File: src/rtl/rr_trace_buf_ctrl_pkg.sv
// Shared types and constants for the record/replay trace descriptor scheduler.
package rr_trace_buf_pkg;

  localparam int RR_ADDR_W      = 64;
  localparam int RR_ALIGN_BYTES = 64;
  localparam logic [RR_ADDR_W-1:0] ALIGN_MASK = RR_ADDR_W'(RR_ALIGN_BYTES - 1);

  typedef struct packed {
    logic [RR_ADDR_W-1:0] addr;
    logic [RR_ADDR_W-1:0] size;
  } rr_buf_desc_t;

  typedef enum logic [1:0] {
    IDLE    = 2'd0,
    LOAD    = 2'd1,
    ACTIVE  = 2'd2,
    STARVED = 2'd3
  } rr_buf_state_e;

  // A descriptor is unusable if it is empty or not beat-aligned in base or length.
  function automatic logic desc_bad(input rr_buf_desc_t d, input logic [RR_ADDR_W-1:0] mask);
    return (d.size == '0) || ((d.addr & mask) != '0) || ((d.size & mask) != '0);
  endfunction

endpackage

File: src/rtl/rr_trace_buf_ctrl_if.sv
// Host-side descriptor posting bus: valid/ready handshake plus descriptor payload.
interface rr_trace_buf_ctrl_if;
  import rr_trace_buf_pkg::*;

  logic                 desc_valid;
  logic                 desc_ready;
  logic                 desc_is_read;
  logic [RR_ADDR_W-1:0] desc_addr;
  logic [RR_ADDR_W-1:0] desc_size;

  modport master (
    output desc_valid, desc_is_read, desc_addr, desc_size,
    input  desc_ready
  );

  modport slave (
    input  desc_valid, desc_is_read, desc_addr, desc_size,
    output desc_ready
  );
endinterface

File: src/rtl/rr_trace_buf_ctrl_fifo.sv
// Small synchronous descriptor FIFO; head is visible combinationally for the loader.
module rr_buf_desc_fifo
  import rr_trace_buf_pkg::*;
#(
  parameter int DEPTH = 4
) (
  input  logic         clk,
  input  logic         sync_rst_n,
  input  logic         push,
  input  rr_buf_desc_t push_data,
  input  logic         pop,
  output rr_buf_desc_t head,
  output logic         full,
  output logic         empty
);

  localparam int PW = $clog2(DEPTH);

  logic [PW:0]  wr_ptr_q, wr_ptr_d;
  logic [PW:0]  rd_ptr_q, rd_ptr_d;
  rr_buf_desc_t mem_q [DEPTH];
  logic         do_push, do_pop;

  assign empty   = (wr_ptr_q == rd_ptr_q);
  assign full    = (wr_ptr_q[PW] != rd_ptr_q[PW]) && (wr_ptr_q[PW-1:0] == rd_ptr_q[PW-1:0]);
  assign do_push = push && !full;
  assign do_pop  = pop && !empty;
  assign head    = mem_q[rd_ptr_q[PW-1:0]];

  // Pointer advance; simultaneous push and pop both take effect.
  always_comb begin
    wr_ptr_d = wr_ptr_q;
    rd_ptr_d = rd_ptr_q;
    if (do_push) wr_ptr_d = wr_ptr_q + 1'b1;
    if (do_pop)  rd_ptr_d = rd_ptr_q + 1'b1;
  end

  // Pointer registers; reset empties the queue and discards its contents.
  always_ff @(posedge clk or negedge sync_rst_n) begin
    if (!sync_rst_n) begin
      wr_ptr_q <= '0;
      rd_ptr_q <= '0;
    end else begin
      wr_ptr_q <= wr_ptr_d;
      rd_ptr_q <= rd_ptr_d;
    end
  end

  // Storage needs no reset: entries are only read between push and pop.
  always_ff @(posedge clk) begin
    if (do_push) mem_q[wr_ptr_q[PW-1:0]] <= push_data;
  end

endmodule

File: src/rtl/rr_trace_buf_ctrl.sv
// Descriptor scheduler for the record/replay trace engine: queues host buffer
// descriptors per side and hands them to the engine one at a time.
//
//   state   | meaning
//   --------+-------------------------------------------------------------
//   IDLE    | no buffer ever loaded since reset, waiting for a descriptor
//   LOAD    | popping the queue head, load pulse issued on exit
//   ACTIVE  | engine owns a buffer, waiting for its exhausted interrupt
//   STARVED | engine exhausted its buffer and the queue is empty
module rr_trace_buf_ctrl
  import rr_trace_buf_pkg::*;
#(
  parameter int DESC_DEPTH     = 4,
  parameter int AXI_ADDR_WIDTH = RR_ADDR_W,
  parameter int ALIGN_BYTES    = RR_ALIGN_BYTES,
  parameter int CNT_WIDTH      = 16
) (
  input  logic                      clk,
  input  logic                      sync_rst_n,
  rr_trace_buf_ctrl_if.slave        desc_if,
  input  logic                      host_finish,
  output logic [AXI_ADDR_WIDTH-1:0] write_buf_addr,
  output logic [AXI_ADDR_WIDTH-1:0] write_buf_size,
  output logic                      write_buf_update,
  input  logic                      write_interrupt,
  output logic [AXI_ADDR_WIDTH-1:0] read_buf_addr,
  output logic [AXI_ADDR_WIDTH-1:0] read_buf_size,
  output logic                      read_buf_update,
  input  logic                      read_interrupt,
  output logic                      record_finish,
  output logic                      wr_starved,
  output logic                      rd_starved,
  output logic [CNT_WIDTH-1:0]      wr_done_cnt,
  output logic [CNT_WIDTH-1:0]      rd_done_cnt,
  output logic [2:0]                err_sticky
);

  localparam logic [RR_ADDR_W-1:0] ALIGN_M = RR_ADDR_W'(ALIGN_BYTES - 1);

  rr_buf_desc_t                    in_desc;
  logic                            in_bad, in_fire;
  logic [1:0]                      fifo_full, fifo_empty, side_push;
  logic [1:0]                      side_upd, side_starved, side_spur;
  rr_buf_desc_t [1:0]              side_buf;
  logic [1:0][CNT_WIDTH-1:0]       side_cnt;
  logic                            wr_active_nxt;
  logic                            bad_q, bad_d;
  logic                            fin_pend_q, fin_pend_d;
  logic                            rec_fin_q, rec_fin_d;

  // Bad descriptors are always accepted so the host never stalls on them.
  assign in_desc            = {desc_if.desc_addr, desc_if.desc_size};
  assign in_bad             = desc_bad(in_desc, ALIGN_M);
  assign desc_if.desc_ready = in_bad || !fifo_full[desc_if.desc_is_read];
  assign in_fire            = desc_if.desc_valid && desc_if.desc_ready;
  assign side_push[0]       = in_fire && !in_bad && !desc_if.desc_is_read;
  assign side_push[1]       = in_fire && !in_bad &&  desc_if.desc_is_read;

  for (genvar s = 0; s < 2; s++) begin : g_side
    rr_buf_state_e        state_q, state_d;
    rr_buf_desc_t         head, buf_q, buf_d;
    logic                 irq, upd_q, upd_d, starved_q, starved_d, spur_q, spur_d;
    logic [CNT_WIDTH-1:0] cnt_q, cnt_d;

    assign irq = (s == 0) ? write_interrupt : read_interrupt;

    rr_buf_desc_fifo #(.DEPTH(DESC_DEPTH)) u_fifo (
      .clk       (clk),
      .sync_rst_n(sync_rst_n),
      .push      (side_push[s]),
      .push_data (in_desc),
      .pop       (state_q == LOAD),
      .head      (head),
      .full      (fifo_full[s]),
      .empty     (fifo_empty[s])
    );

    // Next state and next registered outputs for this side.
    always_comb begin
      state_d = state_q;
      buf_d   = buf_q;
      upd_d   = 1'b0;
      cnt_d   = cnt_q;
      spur_d  = spur_q;
      unique case (state_q)
        IDLE, STARVED: if (!fifo_empty[s]) state_d = LOAD;
        LOAD: begin
          state_d = ACTIVE;
          buf_d   = head;
          upd_d   = 1'b1;
        end
        ACTIVE: if (irq) begin
          cnt_d   = cnt_q + CNT_WIDTH'(1);
          state_d = fifo_empty[s] ? STARVED : LOAD;
        end
        default: state_d = IDLE;
      endcase
      if (irq && state_q != ACTIVE) spur_d = 1'b1;
      starved_d = (state_d == STARVED);
    end

    // Side FSM state and its registered outputs.
    always_ff @(posedge clk or negedge sync_rst_n) begin
      if (!sync_rst_n) begin
        state_q   <= IDLE;
        buf_q     <= '0;
        upd_q     <= 1'b0;
        cnt_q     <= '0;
        starved_q <= 1'b0;
        spur_q    <= 1'b0;
      end else begin
        state_q   <= state_d;
        buf_q     <= buf_d;
        upd_q     <= upd_d;
        cnt_q     <= cnt_d;
        starved_q <= starved_d;
        spur_q    <= spur_d;
      end
    end

    assign side_upd[s]     = upd_q;
    assign side_starved[s] = starved_q;
    assign side_spur[s]    = spur_q;
    assign side_buf[s]     = buf_q;
    assign side_cnt[s]     = cnt_q;

    if (s == 0) begin : g_wr
      assign wr_active_nxt = (state_d == ACTIVE);
    end
  end

  // Finish request is held until a write buffer is live, then forwarded once.
  always_comb begin
    bad_d      = bad_q || (in_fire && in_bad);
    rec_fin_d  = fin_pend_q && wr_active_nxt;
    fin_pend_d = rec_fin_d ? 1'b0 : (fin_pend_q || host_finish);
  end

  // Finish and bad-descriptor registers.
  always_ff @(posedge clk or negedge sync_rst_n) begin
    if (!sync_rst_n) begin
      bad_q      <= 1'b0;
      fin_pend_q <= 1'b0;
      rec_fin_q  <= 1'b0;
    end else begin
      bad_q      <= bad_d;
      fin_pend_q <= fin_pend_d;
      rec_fin_q  <= rec_fin_d;
    end
  end

  assign write_buf_addr   = AXI_ADDR_WIDTH'(side_buf[0].addr);
  assign write_buf_size   = AXI_ADDR_WIDTH'(side_buf[0].size);
  assign write_buf_update = side_upd[0];
  assign read_buf_addr    = AXI_ADDR_WIDTH'(side_buf[1].addr);
  assign read_buf_size    = AXI_ADDR_WIDTH'(side_buf[1].size);
  assign read_buf_update  = side_upd[1];
  assign record_finish    = rec_fin_q;
  assign wr_starved       = side_starved[0];
  assign rd_starved       = side_starved[1];
  assign wr_done_cnt      = side_cnt[0];
  assign rd_done_cnt      = side_cnt[1];
  assign err_sticky       = {side_spur[1], side_spur[0], bad_q};

endmodule

File: src/flat_wrapper.sv
// flat-port wrapper written by rule: the top's interface ports become plain ports
module rr_trace_buf_ctrl_flat import rr_trace_buf_pkg::*;
#(
  parameter int DESC_DEPTH     = 4,
  parameter int AXI_ADDR_WIDTH = RR_ADDR_W,
  parameter int ALIGN_BYTES    = RR_ALIGN_BYTES,
  parameter int CNT_WIDTH      = 16
)
  (clk, sync_rst_n, host_finish, write_buf_addr, write_buf_size, write_buf_update, write_interrupt, read_buf_addr, read_buf_size, read_buf_update, read_interrupt, record_finish, wr_starved, rd_starved, wr_done_cnt, rd_done_cnt, err_sticky, desc_if_desc_valid, desc_if_desc_is_read, desc_if_desc_addr, desc_if_desc_size, desc_if_desc_ready);
  rr_trace_buf_ctrl_if desc_if_i ();
  input  logic clk;
  input  logic sync_rst_n;
  input  logic host_finish;
  output logic [AXI_ADDR_WIDTH-1:0] write_buf_addr;
  output logic [AXI_ADDR_WIDTH-1:0] write_buf_size;
  output logic write_buf_update;
  input  logic write_interrupt;
  output logic [AXI_ADDR_WIDTH-1:0] read_buf_addr;
  output logic [AXI_ADDR_WIDTH-1:0] read_buf_size;
  output logic read_buf_update;
  input  logic read_interrupt;
  output logic record_finish;
  output logic wr_starved;
  output logic rd_starved;
  output logic [CNT_WIDTH-1:0] wr_done_cnt;
  output logic [CNT_WIDTH-1:0] rd_done_cnt;
  output logic [2:0] err_sticky;
  input wire logic [$bits(desc_if_i.desc_valid)-1:0] desc_if_desc_valid;
  input wire logic [$bits(desc_if_i.desc_is_read)-1:0] desc_if_desc_is_read;
  input wire logic [$bits(desc_if_i.desc_addr)-1:0] desc_if_desc_addr;
  input wire logic [$bits(desc_if_i.desc_size)-1:0] desc_if_desc_size;
  output wire logic [$bits(desc_if_i.desc_ready)-1:0] desc_if_desc_ready;
  assign desc_if_i.desc_valid = desc_if_desc_valid;
  assign desc_if_i.desc_is_read = desc_if_desc_is_read;
  assign desc_if_i.desc_addr = desc_if_desc_addr;
  assign desc_if_i.desc_size = desc_if_desc_size;
  assign desc_if_desc_ready = desc_if_i.desc_ready;
  rr_trace_buf_ctrl #(.DESC_DEPTH(DESC_DEPTH), .AXI_ADDR_WIDTH(AXI_ADDR_WIDTH), .ALIGN_BYTES(ALIGN_BYTES), .CNT_WIDTH(CNT_WIDTH)) u_core (.clk(clk), .sync_rst_n(sync_rst_n), .desc_if(desc_if_i), .host_finish(host_finish), .write_buf_addr(write_buf_addr), .write_buf_size(write_buf_size), .write_buf_update(write_buf_update), .write_interrupt(write_interrupt), .read_buf_addr(read_buf_addr), .read_buf_size(read_buf_size), .read_buf_update(read_buf_update), .read_interrupt(read_interrupt), .record_finish(record_finish), .wr_starved(wr_starved), .rd_starved(rd_starved), .wr_done_cnt(wr_done_cnt), .rd_done_cnt(rd_done_cnt), .err_sticky(err_sticky));
endmodule
File: config.mk
export PLATFORM = sky130hd
export DESIGN_NAME = rr_trace_buf_ctrl_flat
export DESIGN_NICKNAME = d
export VERILOG_FILES = /design/src/rtl/rr_trace_buf_ctrl_pkg.sv /design/src/rtl/rr_trace_buf_ctrl_if.sv /design/src/rtl/rr_trace_buf_ctrl_fifo.sv /design/src/rtl/rr_trace_buf_ctrl.sv /design/src/flat_wrapper.sv
export SDC_FILE = /design/constraint.sdc
export NUM_CORES = 1
export LEC_CHECK = 0
export ABC_AREA = 1
export BUFFER_PORTS_ARGS = -buffer_cell sky130_fd_sc_hd__buf_2
export CAP_MARGIN = 20
export CORE_MARGIN = 1.5
export CORE_UTILIZATION = 55
export CTS_CLUSTER_SIZE = 28
export DETAILED_ROUTE_END_ITERATION = 8
export PLACE_DENSITY = 0.74
export SLEW_MARGIN = 15
export SYNTH_ARGS = -nofsm -noshare
export SYNTH_HDL_FRONTEND = slang
export SYNTH_SLANG_ARGS = --single-unit
File: constraint.sdc
create_clock -name clk -period 13.8 [get_ports clk]
set_clock_uncertainty 0.1 [all_clocks]
set_input_delay 0.69 -clock clk [delete_from_list [all_inputs] [get_ports clk]]
set_output_delay 0.69 -clock clk [all_outputs]
set_load 0.03 [all_outputs]
# --- After elaboration in Yosys (flattened, before gate mapping) ---
# Memory sizes are Yosys's and may differ from the RTL's. A register that Yosys moved wholly into a read port is not among the register bits.
# Cells that the tools add are included.
totals:
  word_cells: 97
  memories: 2
  ramBits: 1024
  register_bits: 57
  input_bits: 135
  latch_bits: 0
  mem_bits_ro: 0
  output_inout_bits: 297
mem_list:
  columns: ["name", "depth", "word_bits", "read_ports", "rd_ports_with_merged_regs", "write_ports", "line_no", "text"]
  rows:
  - ["u_core.g_side[0].u_fifo.mem_q", 4, 128, 1, 1, 1, "rr_trace_buf_ctrl_fifo.sv:21", "rr_buf_desc_t mem_q [DEPTH];"]
  - ["u_core.g_side[1].u_fifo.mem_q", 4, 128, 1, 1, 1, "rr_trace_buf_ctrl_fifo.sv:21", null]
classes:
  n_addsub: 6
  n_mux: 17
  n_div: 0
  mul: 0
  n_shift: 0
  n_reduce_logical: 37
  eq_ne: 17
  n_lt_le_gt_ge: 1
  bitwise: 0
op_table:
  columns: ["operator", "count"]
  rows:
  - ["nonzero test 64 bit", 2]
  - ["zero test 64 bit", 1]
  - ["adder 16 x 1 -> 16 bit (second input constant)", 2]
  - ["== test 2 bit (second input constant)", 7]
  - ["logical AND 1 bit", 14]
  - ["adder 3 x 1 -> 3 bit (second input constant)", 4]
  - ["2-to-1 mux 2 bit", 6]
  - ["one-hot mux 2 bit (3 select lines)", 2]
  - ["zero test 1 bit", 9]
  - ["2-to-1 mux 1 bit", 9]
  - ["== test 3 bit", 2]
  - ["logical OR 1 bit", 5]
  - ["== test 2 x 1 -> 1 bit (second input constant)", 2]
  - ["== test 2 bit", 2]
  - ["zero test 2 bit", 2]
  - ["!= test 2 bit (second input constant)", 2]
  - ["AND reduction 2 bit", 2]
  - ["OR reduction 2 bit", 2]
  - ["less-than comparator 1 x 2 -> 1 bit (second input constant)", 1]
  - ["!= test 1 bit", 2]

# --- Longest topological paths before layout ---
# Gate-level depths: netlist of run 1.
logic_depth:
  depth_word: 12
  depth_mapped: 11
  depth_no_buf: 11

# --- Modules after synthesis ---
# A second synthesis of run 1 with hierarchy kept.
hier_totals:
  cells_unflattened: 3984
  area_unflattened_um2: 50663.6
by_module_without_submodules:
  columns: ["module", "seq_area_each_um2", "area_per_inst_um2", "cells_per_inst", "n_inst"]
  rows:
  - ["rr_buf_desc_fifo (u_core.g_side[1].u_fifo)", 15524.9, 19383.6, 1297, 1]
  - ["rr_buf_desc_fifo (u_core.g_side[0].u_fifo)", 15524.9, 19337.3, 1298, 1]
  - ["rr_trace_buf_ctrl", 7532.2, 11942.7, 1389, 1]

# --- Worst setup path before layout of run 1 ---
# No wires, ideal clock.
synth_path:
  path_kind: "input -> register"
  from: "input port desc_if_desc_size[3]"
  to: "memory u_core.g_side[1].u_fifo.mem_q[0][0] (netlist name), enable pin"
  cell_stages: 7
  setup_time_ns: 0.617
  n_path_buf: 0
  required_time_ns: 13.083
  arrival_time_ns: 6.752
  setup_slack_ns: 6.331
  cell_sequence: "nor2_1 > nand4_1 > nor2_1 > nand2_1 > nor2_2 > nand2_1 > nor2_1"
synth_via:
  elab_chain_cells: 10
  word_cells_on_any_way: 12
  cone_classes: "mux: 2; reduce/logical: 10"
synth_lines:
  columns: ["item", "line_no", "text"]
  rows:
  - ["start: declaration", "flat_wrapper.sv:31", "input wire logic [$bits(desc_if_i.desc_size)-1:0] desc_if_desc_size;"]
  - ["zero test 64 bit", "rr_trace_buf_ctrl_pkg.sv:22", "return (d.size == '0) || ((d.addr & mask) != '0) || ((d.size & mask) != '0);"]
  - ["logical OR 1 bit", "rr_trace_buf_ctrl_pkg.sv:22", null]
  - ["logical OR 1 bit *", "rr_trace_buf_ctrl_pkg.sv:22", null]
  - ["logical OR 1 bit", "rr_trace_buf_ctrl.sv:54", "assign desc_if.desc_ready = in_bad || !fifo_full[desc_if.desc_is_read];"]
  - ["logical AND 1 bit", "rr_trace_buf_ctrl.sv:55", "assign in_fire = desc_if.desc_valid && desc_if.desc_ready;"]
  - ["logical AND 1 bit * (2 in series)", "rr_trace_buf_ctrl.sv:57", "assign side_push[1] = in_fire && !in_bad && desc_if.desc_is_read;"]
  - ["logical AND 1 bit *", "rr_trace_buf_ctrl_fifo.sv:26", "assign do_push = push && !full;"]
  - ["2-to-1 mux 1 bit *", "rr_trace_buf_ctrl_fifo.sv:51", "if (do_push) mem_q[wr_ptr_q[PW-1:0]] <= push_data;"]
  - ["2-to-1 mux 1 bit (not written as such) *", "rr_trace_buf_ctrl_fifo.sv:51", null]
  - ["end: declaration", "rr_trace_buf_ctrl_fifo.sv:21", null]
# Mark *: on every way between the ends. The rest lies on a longest branch, timed or not.

# --- Worst setup path after layout of run 1 ---
layout_path:
  from: "register u_core.g_side[1].u_fifo.rd_ptr_q[1]"
  to: "memory u_core.g_side[1].u_fifo.mem_q[2][78] (netlist name), enable pin"
layout_via:
  elab_chain_cells: 12
  word_cells_on_any_way: 13
  cone_classes: "eq/ne: 1; mux: 4; reduce/logical: 8"
layout_lines:
  columns: ["item", "line_no", "text"]
  rows:
  - ["start: declaration", "rr_trace_buf_ctrl_fifo.sv:20", "logic [PW:0] rd_ptr_q, rd_ptr_d;"]
  - ["start signal: assignment", "rr_trace_buf_ctrl_fifo.sv:45", "rd_ptr_q <= rd_ptr_d;"]
  - ["== test 2 bit *", "rr_trace_buf_ctrl_fifo.sv:25", "assign full = (wr_ptr_q[PW] != rd_ptr_q[PW]) && (wr_ptr_q[PW-1:0] == rd_ptr_q[PW-1:0]);"]
  - ["logical AND 1 bit *", "rr_trace_buf_ctrl_fifo.sv:25", null]
  - ["2-to-1 mux 1 bit (not written as such) (2 in series)", "rr_trace_buf_ctrl.sv:54", null]
  - ["zero test 1 bit", "rr_trace_buf_ctrl.sv:54", null]
  - ["logical OR 1 bit", "rr_trace_buf_ctrl.sv:54", null]
  - ["logical AND 1 bit", "rr_trace_buf_ctrl.sv:55", null]
  - ["logical AND 1 bit (2 in series)", "rr_trace_buf_ctrl.sv:57", null]
  - ["logical AND 1 bit *", "rr_trace_buf_ctrl_fifo.sv:26", null]
  - ["2-to-1 mux 1 bit *", "rr_trace_buf_ctrl_fifo.sv:51", null]
  - ["2-to-1 mux 1 bit (not written as such) *", "rr_trace_buf_ctrl_fifo.sv:51", null]
# Mark *: on every way between the ends. The rest lies on a longest branch, timed or not. The select of a mux whose other input is x is not followed.

==> flow_summary_export.csv, run 1 <==
group,metric,value,unit
status,status,"finished clean",
synthesis,synth-seq-area-share,0.768,
grt,grt_start_max_net_pins,219,
detailed_routing,ant_nets,0,
synthesis,synth-compound-area-share,0.0851,
detailed_routing,dr.first_iter.drc_count,3064,
setup_path,crit_arrival,4300,ps
final_layout,area_delta_synth_final,14.9,%
synthesis,muxShareOfSynthArea,0.000448,
synthesis,synth-xor-area-share,0.00695,
die,core_area,90300,um^2
setup_path,cp_max_fo,59,
timing,timing.setup.tns,0,ps
clock_network,cts_max_level,4,
clock_network,clock_path_buffers,3,
setup_path,crit_type,"reg -> reg",
job,timing.max_cap.violations,0,
synthesis,syn_area,50200,um^2
final_layout,nFillCells,6492,
synthesis,yosys_most_used_dff,"edfxtp_1",
detailed_routing,wl_met1,50800,um
timing,setup_viol,0,
synthesis,synth-simple-area-share,0.112,
die,die_area,93100,um^2
die,die_w,305,um
placed_design,dpl.hpwl,67400,um
clock_network,numCtsBuffers,135,
grt,grt_pass1_wl,185000,um
detailed_routing,wire_per_inst,21.9,um
timing,layout_setup_ws,9740,ps
timing,max_slew.worst_pin.slew,1190,ps
placed_design,pre_cts_slack,9540,ps
detailed_routing,wl,122000,um
detailed_routing,dr_wl_met2,58900,um
placed_design,place.gp.congestion,0.803,
final_layout,nets,4448,
detailed_routing,dr.pass1.iters,6,
final_layout,layout.cells.most_common,"nor2_1",
grt,grt_pass1_vias,31132,
timing,fmax,247,MHz
synthesis,syn-num-nets,4067,
clock_network,cts.sinks,1337,
final_layout,fin_util,0.639,
pwr,peakVddDrop,158,uV
clock_network,cts_setup_buffers,0,
timing,timing.final.crit_share,0.294,
timing,period_minus_slack,4060,ps
pwr,power_leakage,21.2,nW
timing,slew_viol_final,0,
synthesis,synthArstFlopShare,0.234,
synthesis,synth_top_family_by_area,"simple AND/OR/NAND/NOR gates",
synthesis,post_synth.cell_area_avg,12.8,um^2
setup_path,cp-end-kind,"flip-flop",
synthesis,yosys.area_share.adder,0.00399,
clock_network,cts_tree,"built",
grt,antenna_found_initial,15,
timing,maxSlewHeadroom,0.210,
synthesis,synth_cell_types,36,
grt,track_usage,0.264,
worst_hold_path,min_path_type,"in -> reg",
die,rows,110,
die,die-height,305,um
setup_path,startpoint_type,"flip-flop",
synthesis,yosys_warnings,0,
clock_network,clk_latency,750,ps
timing,rsz0062_at_grt,"no",
clock_network,cts_root_buffer,"clkbuf_16",
synthesis,syn_inst,3916,
die,ios,432,
die,initial_utilization,0.556,
detailed_routing,top_layer_used,"met5",
final_layout,drive_gt1_frac,0.162,
timing,whs,89.5,ps
detailed_routing,vias_per_cell,5.67,
synthesis,ys_ff_latch,1337,
synthesis,synth_enable_flop_cells,1024,
timing,hold_viol_final,0,
placed_design,numPortBuffers,431,
detailed_routing,drc,0,
final_layout,final_cell_mix,"nor2_1, edfxtp_1, o21ai_0, buf_2, dfrtp_1",
grt,grt_overflow_total,0,
detailed_routing,met3_length,8830,um
pwr,powerDensity,204,nW/um^2
clock_network,cts_resized,0,
detailed_routing,vias,31684,
clock_network,clkTransAtPathRegs,60,ps
setup_path,cp.required,14040,ps
## repair_timing
action	CTS	global route
hold buffers	1	0
endpoints found under the setup margin	0	0
endpoints found under the hold margin	94	0
## stage by stage
stage | total power, mW | cell area [um^2] | cells
floorplan | 7.17 | 50200 | 3916
global route | 12.3 | 57700 | 5590
detailed placement | 8.31 | 53400 | 5335
global placement | 8.23 | 53400 | 5335
finish | 11.8 | 57700 | 5591
CTS | 11.8 | 57700 | 5585
## logic make-up after synthesis
kind of cell    after synthesis
xor+xnor                     39
buf+inv                     283
simple gates               1451
fa+ha+maj                    16
mux                           2
compound gates              788
flops                      1337
## flip-flops by register name, summed over array words and instances, names as in the netlist, 2 cells and up
register,count
u_core.g_side.spur_q,2
u_core.rd_done_cnt,16
u_core.g_side.state_q,4
u_core.g_side.u_fifo.rd_ptr_q,6
u_core.write_buf_addr,64
u_core.g_side.u_fifo.wr_ptr_q,6
u_core.g_side.u_fifo.mem_q,1024
u_core.wr_done_cnt,16
u_core.read_buf_size,64
u_core.write_buf_size,64
u_core.read_buf_addr,64
## where the power goes
part	internal (mW)	switching [mW]	total, mW
sequential	4.76	0.388	5.15
combinational	0.841	2.25	3.09
clock	2.06	1.49	3.55
total	7.66	4.12	11.8
## critical path, cell delays in order, from the launching register on
cell     delay [ps]
dfrtp_4        1020
xnor2_1         180
nand3_1         110
nand2_1          80
nand2_1          70
nand2_1          50
nor2_2          190
nand2_1         260
nor2_4          650
buf_4           820
## cell usage after synthesis, types with 3 or more instances
library cell / instances / area (um^2)
a21oi_1: 7 / 35.0
a31oi_1: 256 / 1600
buf_1: 12 / 45.0
buf_2: 64 / 320
buf_4: 4 / 30.0
clkbuf_1: 151 / 567
dfrtp_1: 313 / 7830
edfxtp_1: 1024 / 30700
ha_1: 16 / 200
inv_1: 50 / 188
nand2_1: 59 / 221
nand2_2: 3 / 18.8
nand3_1: 12 / 60.1
nand3_2: 4 / 40.0
nand4_1: 5 / 31.3
nor2_1: 1345 / 5050
nor2_2: 6 / 37.5
nor2_4: 5 / 56.3
o21ai_0: 520 / 2600
xnor2_1: 16 / 140
xor2_1: 22 / 193
## routing by layer
metal | up-vias | GRT usage
li1 | 14574 | -
met1 | 15573 | 0.362
met2 | 1289 | 0.428
met3 | 236 | 0.0469
met4 | 12 | 0.0966
met5 | - | 0
## cell type report
cell class | instances | area (um^2) | area share
Clock buffer | 184 | 3760 | 0.0651
Inverter | 52 | 215 | 0.00373
Antenna cell | 6 | 15.0 | 0.000260
Timing Repair Buffer | 475 | 2520 | 0.0437
Clock inverter | 65 | 579 | 0.0100
Tap cell | 1176 | 1470 | 0.0255
Sequential cell | 1337 | 38600 | 0.669
Multi-Input combinational cell | 2296 | 10600 | 0.183
## worst paths after layout
| path | from | cells after the start | to | slack, ps |
|---|---|---|---|---|
| max | u_core.g_side[1].u_fifo.rd_ptr_q[1] | 9 | u_core.g_side[1].u_fifo.mem_q[2][78] | 9740 |
| min reg2reg | u_core.g_side[1].spur_q | 1 | u_core.g_side[1].spur_q | 360 |
| max in group asynchronous | sync_rst_n | 4 | u_core.write_buf_size[49] | 11210 |
| min in group asynchronous | sync_rst_n | 2 | u_core.read_buf_size[16] | 510 |
| max reg2reg | u_core.g_side[1].u_fifo.rd_ptr_q[1] | 9 | u_core.g_side[1].u_fifo.mem_q[2][78] | 9740 |
| min | host_finish | 3 | u_core.fin_pend_q | 90 |
Note: power is estimated with default switching activity, not from simulation.
==> inputs of run 2 (changes only) <==
==> constraint.sdc (replaced) <==
create_clock -name clk -period 4.01 [get_ports clk]
set_clock_uncertainty 0.1 [all_clocks]
set_input_delay 0.2005 -clock clk [delete_from_list [all_inputs] [get_ports clk]]
set_output_delay 0.2005 -clock clk [all_outputs]
set_load 0.03 [all_outputs]
==> run 2 against run 1 <==
  * Sequential power increased to 3.4 times the previous value
  * Clock-buffer cell count increased by 5
  * Register-to-register slack got worse by 8800 ps
  * Sequential share of layout area decreased by 2.2 points
==> flow_summary_export.csv, run 2 (synthesis results as in run 1) <==
group,metric,value,unit
final_layout,drive_gt1_frac,0.162,
setup_path,worstRegToRegCells,9,
clock_network,cts_root_buffer,"clkbuf_16",
grt,grt_pass1_wl,191000,um
final_layout,nets,4593,
setup_path,cp_max_fo,43,
setup_path,cp-end-kind,"flip-flop",
die,die_area,93100,um^2
grt,track_usage,0.270,
detailed_routing,wire_per_inst,21.8,um
detailed_routing,vias,32681,
timing,rsz0062_at_grt,"no",
timing,fmax,324,MHz
die,ios,432,
clock_network,clk_latency,730,ps
detailed_routing,vias_per_cell,5.70,
timing,hold_viol_final,0,
final_layout,largest_register_ffs,1024,
die,die_w,305,um
timing,setup_viol,0,
timing,whs,48.8,ps
timing,period_minus_slack,3090,ps
grt,antenna_found_initial,3,
die,rows,110,
grt,grt_start_max_net_pins,198,
timing,timing.final.crit_share,0.770,
setup_path,crit_type,"reg -> reg",
timing,max_slew.worst_pin.slew,1170,ps
pwr,powerDensity,692,nW/um^2
pwr,power_leakage,22.0,nW
die,core_area,90300,um^2
setup_path,r2r_end,"u_core.g_side[1].u_fifo.mem_q[2][43]",
timing,slew_viol_final,0,
final_layout,layout.cells.most_common,"nor2_1",
detailed_routing,wl,125000,um
pwr,peakVddDrop,635,uV
placed_design,place.gp.congestion,0.779,
setup_path,cp.required,4290,ps
clock_network,cts_setup_buffers,0,
placed_design,numPortBuffers,431,
clock_network,cts.sinks,1337,
setup_path,r2r_slack,920,ps
setup_path,crit_arrival,3360,ps
timing,layout_setup_ws,922,ps
placed_design,dpl.hpwl,68100,um
final_layout,fin_util,0.661,
detailed_routing,dr.first_iter.drc_count,3250,
final_layout,seq_area,38600,um^2
placed_design,pre_cts_slack,942,ps
placed_design,place_inst,5346,
setup_path,startpoint_type,"flip-flop",
final_layout,fin_cells,5735,
final_layout,area_delta_synth_final,18.8,%
timing,timing.setup.tns,0,ps
clock_network,clkTransAtPathRegs,60,ps
die,initial_utilization,0.556,
clock_network,clock_path_buffers,3,
worst_hold_path,min_path_type,"in -> async",
clock_network,cts_tree,"built",
status,status,"finished clean",
final_layout,multi_input_area,10600,um^2
job,timing.max_cap.violations,0,
detailed_routing,dr.pass1.iters,6,
timing,maxSlewHeadroom,0.221,
clock_network,numCtsBuffers,135,
detailed_routing,ant_nets,0,
die,die-height,305,um
final_layout,nFillCells,6123,
grt,grt_pass1_vias,32546,
detailed_routing,drc,0,
setup_path,worstReg2RegStart,"u_core.g_side[0].u_fifo.rd_ptr_q[0]",
clock_network,cts_max_level,4,
final_layout,final_cell_mix,"nor2_1, edfxtp_1, o21ai_0, buf_2, dfrtp_1",
grt,grt_overflow_total,0,
## run 2: how the worst max path moves through the flow
| stage | startpoint | endpoint | slack, ps |
|---|---|---|---|
| final | u_core.g_side[0].u_fifo.rd_ptr_q[0] | u_core.g_side[1].u_fifo.mem_q[2][43] | 920 |
| after global routing | u_core.g_side[0].u_fifo.rd_ptr_q[0] | u_core.g_side[1].u_fifo.mem_q[2][43] | 730 |
| after CTS | u_core.g_side[0].u_fifo.rd_ptr_q[0] | u_core.g_side[0].u_fifo.mem_q[1][63] | 910 |
| after detailed placement | u_core.g_side[0].u_fifo.rd_ptr_q[0] | u_core.g_side[0].u_fifo.mem_q[1][51] | 940 |
| after global placement | u_core.g_side[0].u_fifo.rd_ptr_q[0] | u_core.g_side[1].u_fifo.mem_q[2][43] | 940 |
| after floorplan | u_core.g_side[1].u_fifo.rd_ptr_q[0] | u_core.g_side[1].u_fifo.mem_q[0][0] | -1100 |
## run 2: timing repair
| action | in CTS | in global routing |
|---|---|---|
| resized for setup | 0 | 0 |
| hold buffers | 135 | 0 |
| endpoints found under the hold margin | 1150 | 0 |
| endpoints found under the setup margin | 0 | 0 |
## run 2: report_power, final
group          switching (mW)  total [mW]  internal (mW)  leakage, nW
Clock                    5.17        12.6           7.41         2.19
Combinational            7.94        11.1           3.16         6.99
Sequential               1.22        17.6           16.4         12.8
## run 2: layout make-up
cell class	instances	share of cell area
Sequential cell	1337	0.647
Multi-Input combinational cell	2296	0.177
Timing Repair Buffer	620	0.0729
Clock buffer	189	0.0641
Tap cell	1176	0.0247
Clock inverter	62	0.0109
Inverter	52	0.00359
Antenna cell	3	0.000126
## run 2: stage by stage
stage               instance area [um^2]  power [mW]
CTS                                59700        41.4
global route                       59700        43.0
floorplan                          50300        24.7
finish                             59700        41.3
detailed placement                 53800        28.7
global placement                   53800        28.4
## run 2: critical path, cell delays in order (launching register included)
cell and delay [ps]:
dfrtp_4 850, xnor2_2 160, nand3_1 110, nand2_1 80, nand2_1 70, nand2_1 60
nor2_2 190, nand2_1 240, nor2_4 410, buf_4 430
## run 2: routing by layer
layer | share of wire | GRT usage | up-vias
met4 | 0.030 | 0.0992 | 4
met5 | 0.00018 | 0 | -
met1 | 0.41 | 0.360 | 16180
li1 | - | - | 14867
met3 | 0.077 | 0.0485 | 244
met2 | 0.49 | 0.448 | 1386
